$ cat config.mk
export PLATFORM = sky130hd
export DESIGN_NAME = dmem_sram_bridge_flat
export DESIGN_NICKNAME = d
export VERILOG_FILES = /design/src/rtl/dmem_sram_bridge_if.sv /design/src/rtl/dmem_sram_bridge.sv /design/src/flat_wrapper.sv
export SDC_FILE = /design/constraint.sdc
export NUM_CORES = 1
export LEC_CHECK = 0
export BUFFER_PORTS_ARGS = -buffer_cell sky130_fd_sc_hd__buf_2
export CAP_MARGIN = 20
export CORE_MARGIN = 3
export CORE_UTILIZATION = 42
export CTS_CLUSTER_SIZE = 24
export DETAILED_ROUTE_END_ITERATION = 16
export PLACE_DENSITY = 0.86
export SLEW_MARGIN = 20
export SYNTH_ARGS = -nofsm -noshare
export SYNTH_HDL_FRONTEND = slang
export SYNTH_SLANG_ARGS = --single-unit
$ cat constraint.sdc
create_clock -name clk -period 1.6 [get_ports clk]
set_input_delay 0.24 -clock clk [delete_from_list [all_inputs] [get_ports clk]]
set_output_delay 0.24 -clock clk [all_outputs]
set_load 0.05 [all_outputs]
$ cat src/rtl/dmem_sram_bridge_if.sv
// rtl/dmem_sram_bridge_if.sv - SRAM-like split-handshake data bus (req/addr_ok/data_ok)
interface dmem_sram_bridge_if;
    logic        data_req;
    logic        data_wr;
    logic [1:0]  data_size;
    logic [31:0] data_addr;
    logic [31:0] data_wdata;
    logic        data_addr_ok;
    logic        data_data_ok;
    logic [31:0] data_rdata;

    modport master (
        output data_req, data_wr, data_size, data_addr, data_wdata,
        input  data_addr_ok, data_data_ok, data_rdata
    );

    modport slave (
        input  data_req, data_wr, data_size, data_addr, data_wdata,
        output data_addr_ok, data_data_ok, data_rdata
    );
endinterface

$ cat src/rtl/dmem_sram_bridge.sv
// rtl/dmem_sram_bridge.sv - MEM-stage to SRAM-like bus bridge, one transaction per instruction
module dmem_sram_bridge (
    input  logic                       clk,
    input  logic                       rst,
    input  logic                       cpu_en,
    input  logic                       cpu_we,
    input  logic [31:0]                cpu_addr,
    input  logic [1:0]                 cpu_size,
    input  logic [31:0]                cpu_wdata,
    input  logic                       cpu_stall,
    output logic [31:0]                cpu_rdata,
    output logic                       stallreq_from_mem,
    dmem_sram_bridge_if.master         bus
);

    typedef enum logic [1:0] {
        IDLE      = 2'd0,
        WAIT_ADDR = 2'd1,
        WAIT_DATA = 2'd2,
        DONE      = 2'd3
    } state_e;

    state_e      state_q, state_d;
    logic        wr_q,    wr_d;
    logic [1:0]  size_q,  size_d;
    logic [31:0] addr_q,  addr_d;
    logic [31:0] wdata_q, wdata_d;
    logic [31:0] rdata_q, rdata_d;
    logic        data_done;

    assign data_done = (state_q == WAIT_DATA) && bus.data_data_ok;

    always_ff @(posedge clk) begin
        if (rst) begin
            state_q <= IDLE;
            wr_q    <= 1'b0;
            size_q  <= 2'd0;
            addr_q  <= 32'd0;
            wdata_q <= 32'd0;
            rdata_q <= 32'd0;
        end else begin
            state_q <= state_d;
            wr_q    <= wr_d;
            size_q  <= size_d;
            addr_q  <= addr_d;
            wdata_q <= wdata_d;
            rdata_q <= rdata_d;
        end
    end

    always_comb begin
        state_d        = state_q;
        wr_d           = wr_q;
        size_d         = size_q;
        addr_d         = addr_q;
        wdata_d        = wdata_q;
        rdata_d        = rdata_q;
        bus.data_req   = 1'b0;
        bus.data_wr    = wr_q;
        bus.data_size  = size_q;
        bus.data_addr  = addr_q;
        bus.data_wdata = wdata_q;

        unique case (state_q)
            IDLE: begin
                // First cycle goes straight to the bus so the best case costs one stall cycle.
                bus.data_req   = cpu_en;
                bus.data_wr    = cpu_we;
                bus.data_size  = cpu_size;
                bus.data_addr  = cpu_addr;
                bus.data_wdata = cpu_wdata;
                if (cpu_en) begin
                    wr_d    = cpu_we;
                    size_d  = cpu_size;
                    addr_d  = cpu_addr;
                    wdata_d = cpu_wdata;
                    state_d = bus.data_addr_ok ? WAIT_DATA : WAIT_ADDR;
                end
            end
            WAIT_ADDR: begin
                bus.data_req = 1'b1;
                if (bus.data_addr_ok) begin
                    state_d = WAIT_DATA;
                end
            end
            WAIT_DATA: begin
                if (bus.data_data_ok) begin
                    rdata_d = bus.data_rdata;
                    state_d = cpu_stall ? DONE : IDLE;
                end
            end
            DONE: begin
                // Pipeline still frozen by another hazard: hold data, never re-issue.
                if (!cpu_stall) begin
                    state_d = IDLE;
                end
            end
            default: state_d = IDLE;
        endcase
    end

    assign cpu_rdata         = data_done ? bus.data_rdata : rdata_q;
    assign stallreq_from_mem = cpu_en && (state_q != DONE) && !data_done;

endmodule
$ cat src/flat_wrapper.sv
// flat-port wrapper written by rule: the top's interface ports become plain ports
module dmem_sram_bridge_flat 
  (clk, rst, cpu_en, cpu_we, cpu_addr, cpu_size, cpu_wdata, cpu_stall, cpu_rdata, stallreq_from_mem, bus_data_req, bus_data_wr, bus_data_size, bus_data_addr, bus_data_wdata, bus_data_addr_ok, bus_data_data_ok, bus_data_rdata);
  dmem_sram_bridge_if bus_i ();
  input  logic clk;
  input  logic rst;
  input  logic cpu_en;
  input  logic cpu_we;
  input  logic [31:0] cpu_addr;
  input  logic [1:0] cpu_size;
  input  logic [31:0] cpu_wdata;
  input  logic cpu_stall;
  output logic [31:0] cpu_rdata;
  output logic stallreq_from_mem;
  output wire logic [$bits(bus_i.data_req)-1:0] bus_data_req;
  output wire logic [$bits(bus_i.data_wr)-1:0] bus_data_wr;
  output wire logic [$bits(bus_i.data_size)-1:0] bus_data_size;
  output wire logic [$bits(bus_i.data_addr)-1:0] bus_data_addr;
  output wire logic [$bits(bus_i.data_wdata)-1:0] bus_data_wdata;
  input wire logic [$bits(bus_i.data_addr_ok)-1:0] bus_data_addr_ok;
  input wire logic [$bits(bus_i.data_data_ok)-1:0] bus_data_data_ok;
  input wire logic [$bits(bus_i.data_rdata)-1:0] bus_data_rdata;
  assign bus_data_req = bus_i.data_req;
  assign bus_data_wr = bus_i.data_wr;
  assign bus_data_size = bus_i.data_size;
  assign bus_data_addr = bus_i.data_addr;
  assign bus_data_wdata = bus_i.data_wdata;
  assign bus_i.data_addr_ok = bus_data_addr_ok;
  assign bus_i.data_data_ok = bus_data_data_ok;
  assign bus_i.data_rdata = bus_data_rdata;
  dmem_sram_bridge u_core (.clk(clk), .rst(rst), .cpu_en(cpu_en), .cpu_we(cpu_we), .cpu_addr(cpu_addr), .cpu_size(cpu_size), .cpu_wdata(cpu_wdata), .cpu_stall(cpu_stall), .cpu_rdata(cpu_rdata), .stallreq_from_mem(stallreq_from_mem), .bus(bus_i));
endmodule
* Word-level counts from Yosys, hierarchy flattened *
Cells that the tools add are included.
Widths: inputs -> output; s select.

operators by class
  eq/ne operators = 8
  shift-type cells = 0
  add/subtract/negate cells = 0
  reduce and logical (&&, ||, !) cells = 8
  div/mod/pow operators = 0
  multipliers = 0
  $lt $le $gt $ge = 0
  multiplexer cells = 13
  bitwise gates (word level) = 0

operator list
  kind                count
  $mux 32             3
  $mux 2              7
  $ne 2x2->1 const B  5
  $pmux 2 s4          1
  $eq 2x2->1 const B  2
  $reduce_and 2->1    2
  $reduce_and 4->1    1
  $logic_and 1x1->1   3
  $eq 2x1->1 const B  1
  $logic_not 2->1     1
  $pmux 1 s2          1
  $logic_not 1->1     1
  $mux 1              1

storage, ports and cells
  memory bits (writable) = 0
  output and inout bits = 101
  logic and storage cells = 35
  latch bits = 0
  flip-flop bits (word level) = 101
  memories kept = 0
  memory bits (read-only) = 0
  input bits = 105

* Logic depth before layout (Yosys ltp) *
Gate-level depths: netlist (run 1).

  word-level depth = 4
  gate-level depth with buffers = 7
  depth with buffers taken out = 3

* Worst setup path after synthesis (run 1) *
No wires, ideal clock.

  kind = register to output
  start = reg u_core.state_q[1]
  end = out bus_data_wdata[10]
  stages on the path, launching flop included = 6
  path buffers = 3
  data required time = 1360 ps
  path slack = -85 ps
  arrival = 1445 ps
  cell sequence = dfxtp_1 > buf_6 > nor2_1 > buf_2 > buf_4 > mux2_2

between the ends
  cells in the longest elaborated chain, start to end = 2

RTL lines
  element                 RTL line                text
  start, declared         dmem_sram_bridge.sv:23  state_e state_q, state_d;
  start signal, assigned  dmem_sram_bridge.sv:42  state_q <= state_d;
  $logic_not 2->1         dmem_sram_bridge.sv:64  unique case (state_q)
  $mux 32                 dmem_sram_bridge.sv:64
  end, declared           flat_wrapper.sv:19      output wire logic [$bits(bus_i.data_wdata)-1:0] bus_data_wdata;

Every way passes these cells.

* Worst setup path in the final report (run 1) *
  start = reg u_core.state_q[1]
  end = out bus_data_wdata[31]

Same word-level chain as after synthesis.

==> flow_summary.toml, run 1 <==
[floorplan]
die_area_um2 = 12000
pin_count = 206
die_w_um = 110
initial_core_util = 0.434
rows = 37
die_height_um = 110
design.core.area_um2 = 10400

[min_path]
hold_class = "in2reg"

[placement]
hpwlAfterDp_um = 8260
dpl.cell_count = 811
postPlaceCellArea_um2 = 5880
gp_congestion = 0.737
io_buffers = 205

[cells_and_area]
fin_cells = 835
design_area_um2 = 6920
drive_gt1_frac = 0.515
diodes = 0
area_growth_pct = 53.7
fillers = 709
nNetsFinal = 800

[timing]
period_minus_slack_ns = 1.94
hold_viol = 0
rsz0062_at_grt = "yes"
period_share = 1.21
final.setup_skew_ns = 0.0110
fmax_mhz = 516
drv_slew = 0
worst_slew_pin_slew_ns = 0.501
fin_ws_ns = -0.337
setup_violations = 101
fin_setup_tns_ns = -27.60
timing.slew.headroom = 0.666

[run_status]
status = "finished with violations"
violations = "setup timing"

[detailed_routing]
drtIter0Drc = 184
drt_pre_antenna_iters = 4
routed-wl-met3_um = 1180
drc = 0
vias = 4171
wl_per_cell_um = 16.1
ant_nets = 0
wl_met1_um = 5400
avgViaCountPerCell = 5.00
wl_met2_um = 6720
highest_layer = "met4"
routed_wl_um = 13500

[logic_synthesis]
ys_seq_elements = 101
synth-main-ff-cell = "dfxtp_1"
netlist-cell-type-count = 20
seq_area_frac_synth = 0.449
synth_warnings = 0
syn_nets = 592
synth_area_um2 = 4500
async_reset_ff_frac = 0
avgSynthCellArea_um2 = 9.24
synth_edf_count = 0
syn_inst = 487

[cts]
clk_pin_slew_ns = 0.11
cts_tree = "built"
cts_buffer_depth = 2
cts_made_buffers = 9
clkLatencyLatePin_ns = 0.35
root_buffer = "clkbuf_8"
cts_hold_buf = 0
cts.sinks = 101
htreeDepth = 3

[global_route]
grt_usage = 0.201
overflow = 0
grt_max_degree = 102
first_global_vias = 4036
grt_pass1_wl_um = 19300
antenna_found_initial = 0

[pwr]
total_power_uw = 7000
power_leakage_uw = 0.00319
power_density_nw_per_um2 = 1010
ir_worst_vdd_mv = 0.505

[critical_path]
arrival_ns = 1.70
critical_path.endpoint_type = "output port"
start_kind = "flop"
cp_data_required_time_ns = 1.36
criticalPathCategory = "reg2out"
path_max_fanout = 9

[job]
max_cap_violations = 0
## timing repair
item	4_1_cts	5_1_grt
setup buffers	2	2
pin swaps	0	1
endpoints found under the setup margin	101	168
gates resized for setup	207	22
gates cloned	1	4
## Yosys cell counts (5+ instances only)
cell	count	share of area
nand2_1	134	0.11
dfxtp_1	101	0.45
mux2_2	84	0.21
a21oi_1	68	0.076
nor2b_1	32	0.044
clkbuf_1	15	0.013
mux2_1	15	0.038
buf_2	12	0.013
buf_4	6	0.010
nor2_1	6	0.0050
buf_6	5	0.013
## where the power goes
group          switching (uW)  internal (uW)  leakage (uW)
Clock                     869            613     0.0000860
Sequential               69.0           2660      0.000827
Combinational            1610           1180       0.00228
Total                    2550           4450       0.00319
## critical path, stage by stage (launching register included)
cell and delay (ns):
dfxtp_2 0.35, nor2_4 0.18, buf_12 0.17, buf_4 0.15, mux2_2 0.34, buf_6 0.15
## through the flow
step / utilization / hold slack (ns) / setup slack [ns]
6_report: 0.667 / 0.116 / -0.337
5_1_grt: 0.667 / 0.0953 / -0.398
4_1_cts: 0.650 / 0.0992 / -0.344
3_5_place_dp: 0.567 / 0.445 / 0.0121
3_3_place_gp: 0.567 / 0.440 / 0.0171
2_1_floorplan: - / 0.376 / 0.0182
## logic make-up after synthesis
group / Yosys count / synth area share
flip-flops: 101 / 0.449
AO/OA/AOI/OAI: 72 / 0.0817
AND/OR/NAND/NOR: 177 / 0.173
multiplexers: 99 / 0.248
buffers and inverters: 38 / 0.0484
## area by class of cell
type                            count  area (um^2)  area share
Clock buffer                       11          141      0.0204
Clock inverter                      4         33.8     0.00488
Multi-Input combinational cell    348         2440       0.352
Sequential cell                   101         2030       0.293
Tap cell                          136          170      0.0246
Timing Repair Buffer              235         2110       0.305
## path summary, 6_finish.rpt
path                     start            endpoint  slack, ns  cells after the start
min reg2reg  u_core.addr_q[12]   u_core.addr_q[12]       0.46                      2
max          u_core.state_q[1]  bus_data_wdata[31]      -0.34                      5
max reg2reg  u_core.state_q[1]  u_core.wdata_q[12]      -0.02                      8
min               cpu_addr[24]   u_core.addr_q[24]       0.12                      3
## placed cells by master, fill, tap and decap left out, types with 3 or more instances in the layout
master / n
mux2_4: 36
clkbuf_16: 3
nor2_1: 5
mux2_2: 63
nand2_1: 134
buf_4: 10
nor2b_1: 32
dfxtp_1: 99
clkbuf_8: 10
a21oi_1: 62
buf_12: 10
buf_6: 106
buf_2: 103
a21oi_2: 6
## layer usage
metal | up-vias | track usage
met5 | - | 0
met4 | 0 | 0.0632
met3 | 16 | 0.0705
met2 | 168 | 0.353
met1 | 1954 | 0.229
li1 | 2033 | -
## registers in the layout, indices dropped and copies added, names as in the netlist
signal and flops:
u_core.addr_q 32, u_core.rdata_q 32, u_core.size_q 2, u_core.state_q 2, u_core.wdata_q 32, u_core.wr_q 1
No activity file was read; power rests on OpenSTA's default activity.
==> run 2, diff against run 1 <==
--- a/config.mk
+++ b/config.mk
@@ -8,10 +8,11 @@
 export BUFFER_PORTS_ARGS = -buffer_cell sky130_fd_sc_hd__buf_2
 export CAP_MARGIN = 20
 export CORE_MARGIN = 3
-export CORE_UTILIZATION = 42
+export CORE_UTILIZATION = 47
+export CTS_CLUSTER_DIAMETER = 60
 export CTS_CLUSTER_SIZE = 24
 export DETAILED_ROUTE_END_ITERATION = 16
-export PLACE_DENSITY = 0.86
+export PLACE_DENSITY = 0.9
 export SLEW_MARGIN = 20
 export SYNTH_ARGS = -nofsm -noshare
 export SYNTH_HDL_FRONTEND = slang
==> constraint.sdc (replaced) <==
create_clock -name clk -period 2.12 [get_ports clk]
set_input_delay 0.318 -clock clk [delete_from_list [all_inputs] [get_ports clk]]
set_output_delay 0.318 -clock clk [all_outputs]
set_load 0.05 [all_outputs]
==> run 2 against run 1 <==
Against the previous run: the flow still finishes with violations (setup timing); via count is 4.7% higher; register-to-register slack better by 0.47 ns; die area is 10% lower; clock power is 25% lower; flip-flop and latch count stayed put; combinational power is 22% lower; critical path depth is 1 higher; utilization is 7.4 points higher; largest power group unchanged.
==> flow_summary.toml, run 2 (same netlist as run 1, synthesis figures left out) <==
[run_status]
status = "finished with violations"
violations = "setup timing"

[detailed_routing]
drtIter0Drc = 173
ant_nets = 0
wl_per_cell_um = 18.0
drt_pre_antenna_iters = 5
routed_wl_um = 14800
drc = 0
vias = 4369
avgViaCountPerCell = 5.30

[timing]
period_minus_slack_ns = 2.13
timing.slew.headroom = 0.536
fmax_mhz = 470
final.setup_skew_ns = 0.0104
setup_violations = 2
drv_slew = 0
rsz0062_at_grt = "yes"
fin_setup_tns_ns = -0.00735
period_share = 1.00
hold_viol = 0
worst_slew_pin_slew_ns = 0.696
fin_ws_ns = -0.00550

[placement]
io_buffers = 205
dpl.cell_count = 791
hpwlAfterDp_um = 8390
gp_congestion = 0.803

[cells_and_area]
utilization = 0.741
top_regs = "u_core.addr_q: 32 flops, u_core.rdata_q: 32 flops, u_core.wdata_q: 32 flops"
most-common-layout-cells = "138 x buf_2, 134 x nand2_1, 99 x dfxtp_1, 68 x a21oi_1, 48 x mux2_4"
nNetsFinal = 795
drive_gt1_frac = 0.482
fin_cells = 825
final_common_cell = "buf_2"
area_growth_pct = 52.8
fillers = 630

[critical_path]
cp_data_required_time_ns = 1.80
path_max_fanout = 8
start_kind = "flop"
arrival_ns = 1.81
critical_path.endpoint_type = "output port"
criticalPathCategory = "reg2out"

[global_route]
grt_pass1_wl_um = 21000
antenna_found_initial = 1
grt_usage = 0.238
overflow = 0
grtUsageMet3 = 0.0559
first_global_vias = 4340
gr-usage-met1 = 0.254
grt_max_degree = 68
top_usage_layer = "met2"
grt.met2_usage = 0.441

[pwr]
ir_worst_vdd_mv = 0.436
power_leakage_uw = 0.00330
power_density_nw_per_um2 = 781

[cts]
clkLatencyLatePin_ns = 0.35
cts_hold_buf = 0
cts_tree = "built"
htreeDepth = 3
cts_made_buffers = 9
cts.sinks = 101
cts_buffer_depth = 2
clk_pin_slew_ns = 0.10
root_buffer = "clkbuf_8"

[job]
max_cap_violations = 0

[floorplan]
die_height_um = 104
die_w_um = 104
pin_count = 206
die_area_um2 = 10800
initial_core_util = 0.485
rows = 35
design.core.area_um2 = 9280

[min_path]
hold_class = "in2reg"
## run 2: cell types whose count changed in the layout (fill, tap and decap cells not counted), sizes merged
cell	before	now
buf	231	223
clkbuf	15	16
diode	0	1
inv	1	3
nand3b	1	2
## run 2: metal layers
| layer | vias to the layer above | wire, um |
|---|---|---|
| met1 | 2091 | 5440 |
| met5 | - | 0 |
| met4 | 0 | 517 |
| met2 | 201 | 7940 |
| met3 | 43 | 908 |
| li1 | 2034 | - |
## run 2: final timing paths
path	slack (ns)	end	from	cells after the start
worst max-delay path	-0.005	bus_data_wdata[23]	u_core.state_q[0]	6
worst min-delay path	0.21	u_core.addr_q[12]	cpu_addr[12]	3
worst max register to register	0.45	u_core.wdata_q[9]	u_core.state_q[0]	5
worst min register to register	0.46	u_core.addr_q[25]	u_core.addr_q[25]	2
## run 2: per-stage QoR
stage / instance area (um^2) / setup WS, ns / total power, uW / hold WS [ns]
after floorplan: 4500 / 0.357 / 3320 / 0.434
after global placement: 5580 / 0.179 / 3640 / 0.439
after detailed placement: 5580 / 0.0420 / 3680 / 0.445
after CTS: 6340 / -0.0313 / 5090 / 0.186
after global routing: 6880 / -0.0787 / 5560 / 0.199
final: 6880 / -0.00550 / 5370 / 0.207
## run 2: layout make-up
type                            instances  area [um^2]  area share
Clock buffer                           10          128      0.0185
Sequential cell                       101         2030       0.295
Antenna cell                            1         2.50    0.000364
Tap cell                              129          161      0.0235
Multi-Input combinational cell        349         2480       0.360
Timing Repair Buffer                  229         2040       0.297
Clock inverter                          6         43.8     0.00636
## run 2: power breakdown
part / switching (uW) / leakage [uW] / internal (uW)
Combinational: 1260 / 0.00238 / 935
Sequential: 62.7 / 0.000827 / 2010
Clock: 671 / 0.0000875 / 437
## run 2: what timing repair did
action,CTS,global route
setup buffers,4,2
resized for setup,136,98
setup endpoints to repair,99,88
pin swaps,2,1
cloned,5,6
## run 2: worst max-delay path, stage by stage, from the launching register on
cell and delay, ns:
dfxtp_2 0.34, buf_6 0.12, nor2_4 0.15, buf_12 0.17
clkbuf_16 0.17, mux2_2 0.35, buf_6 0.16
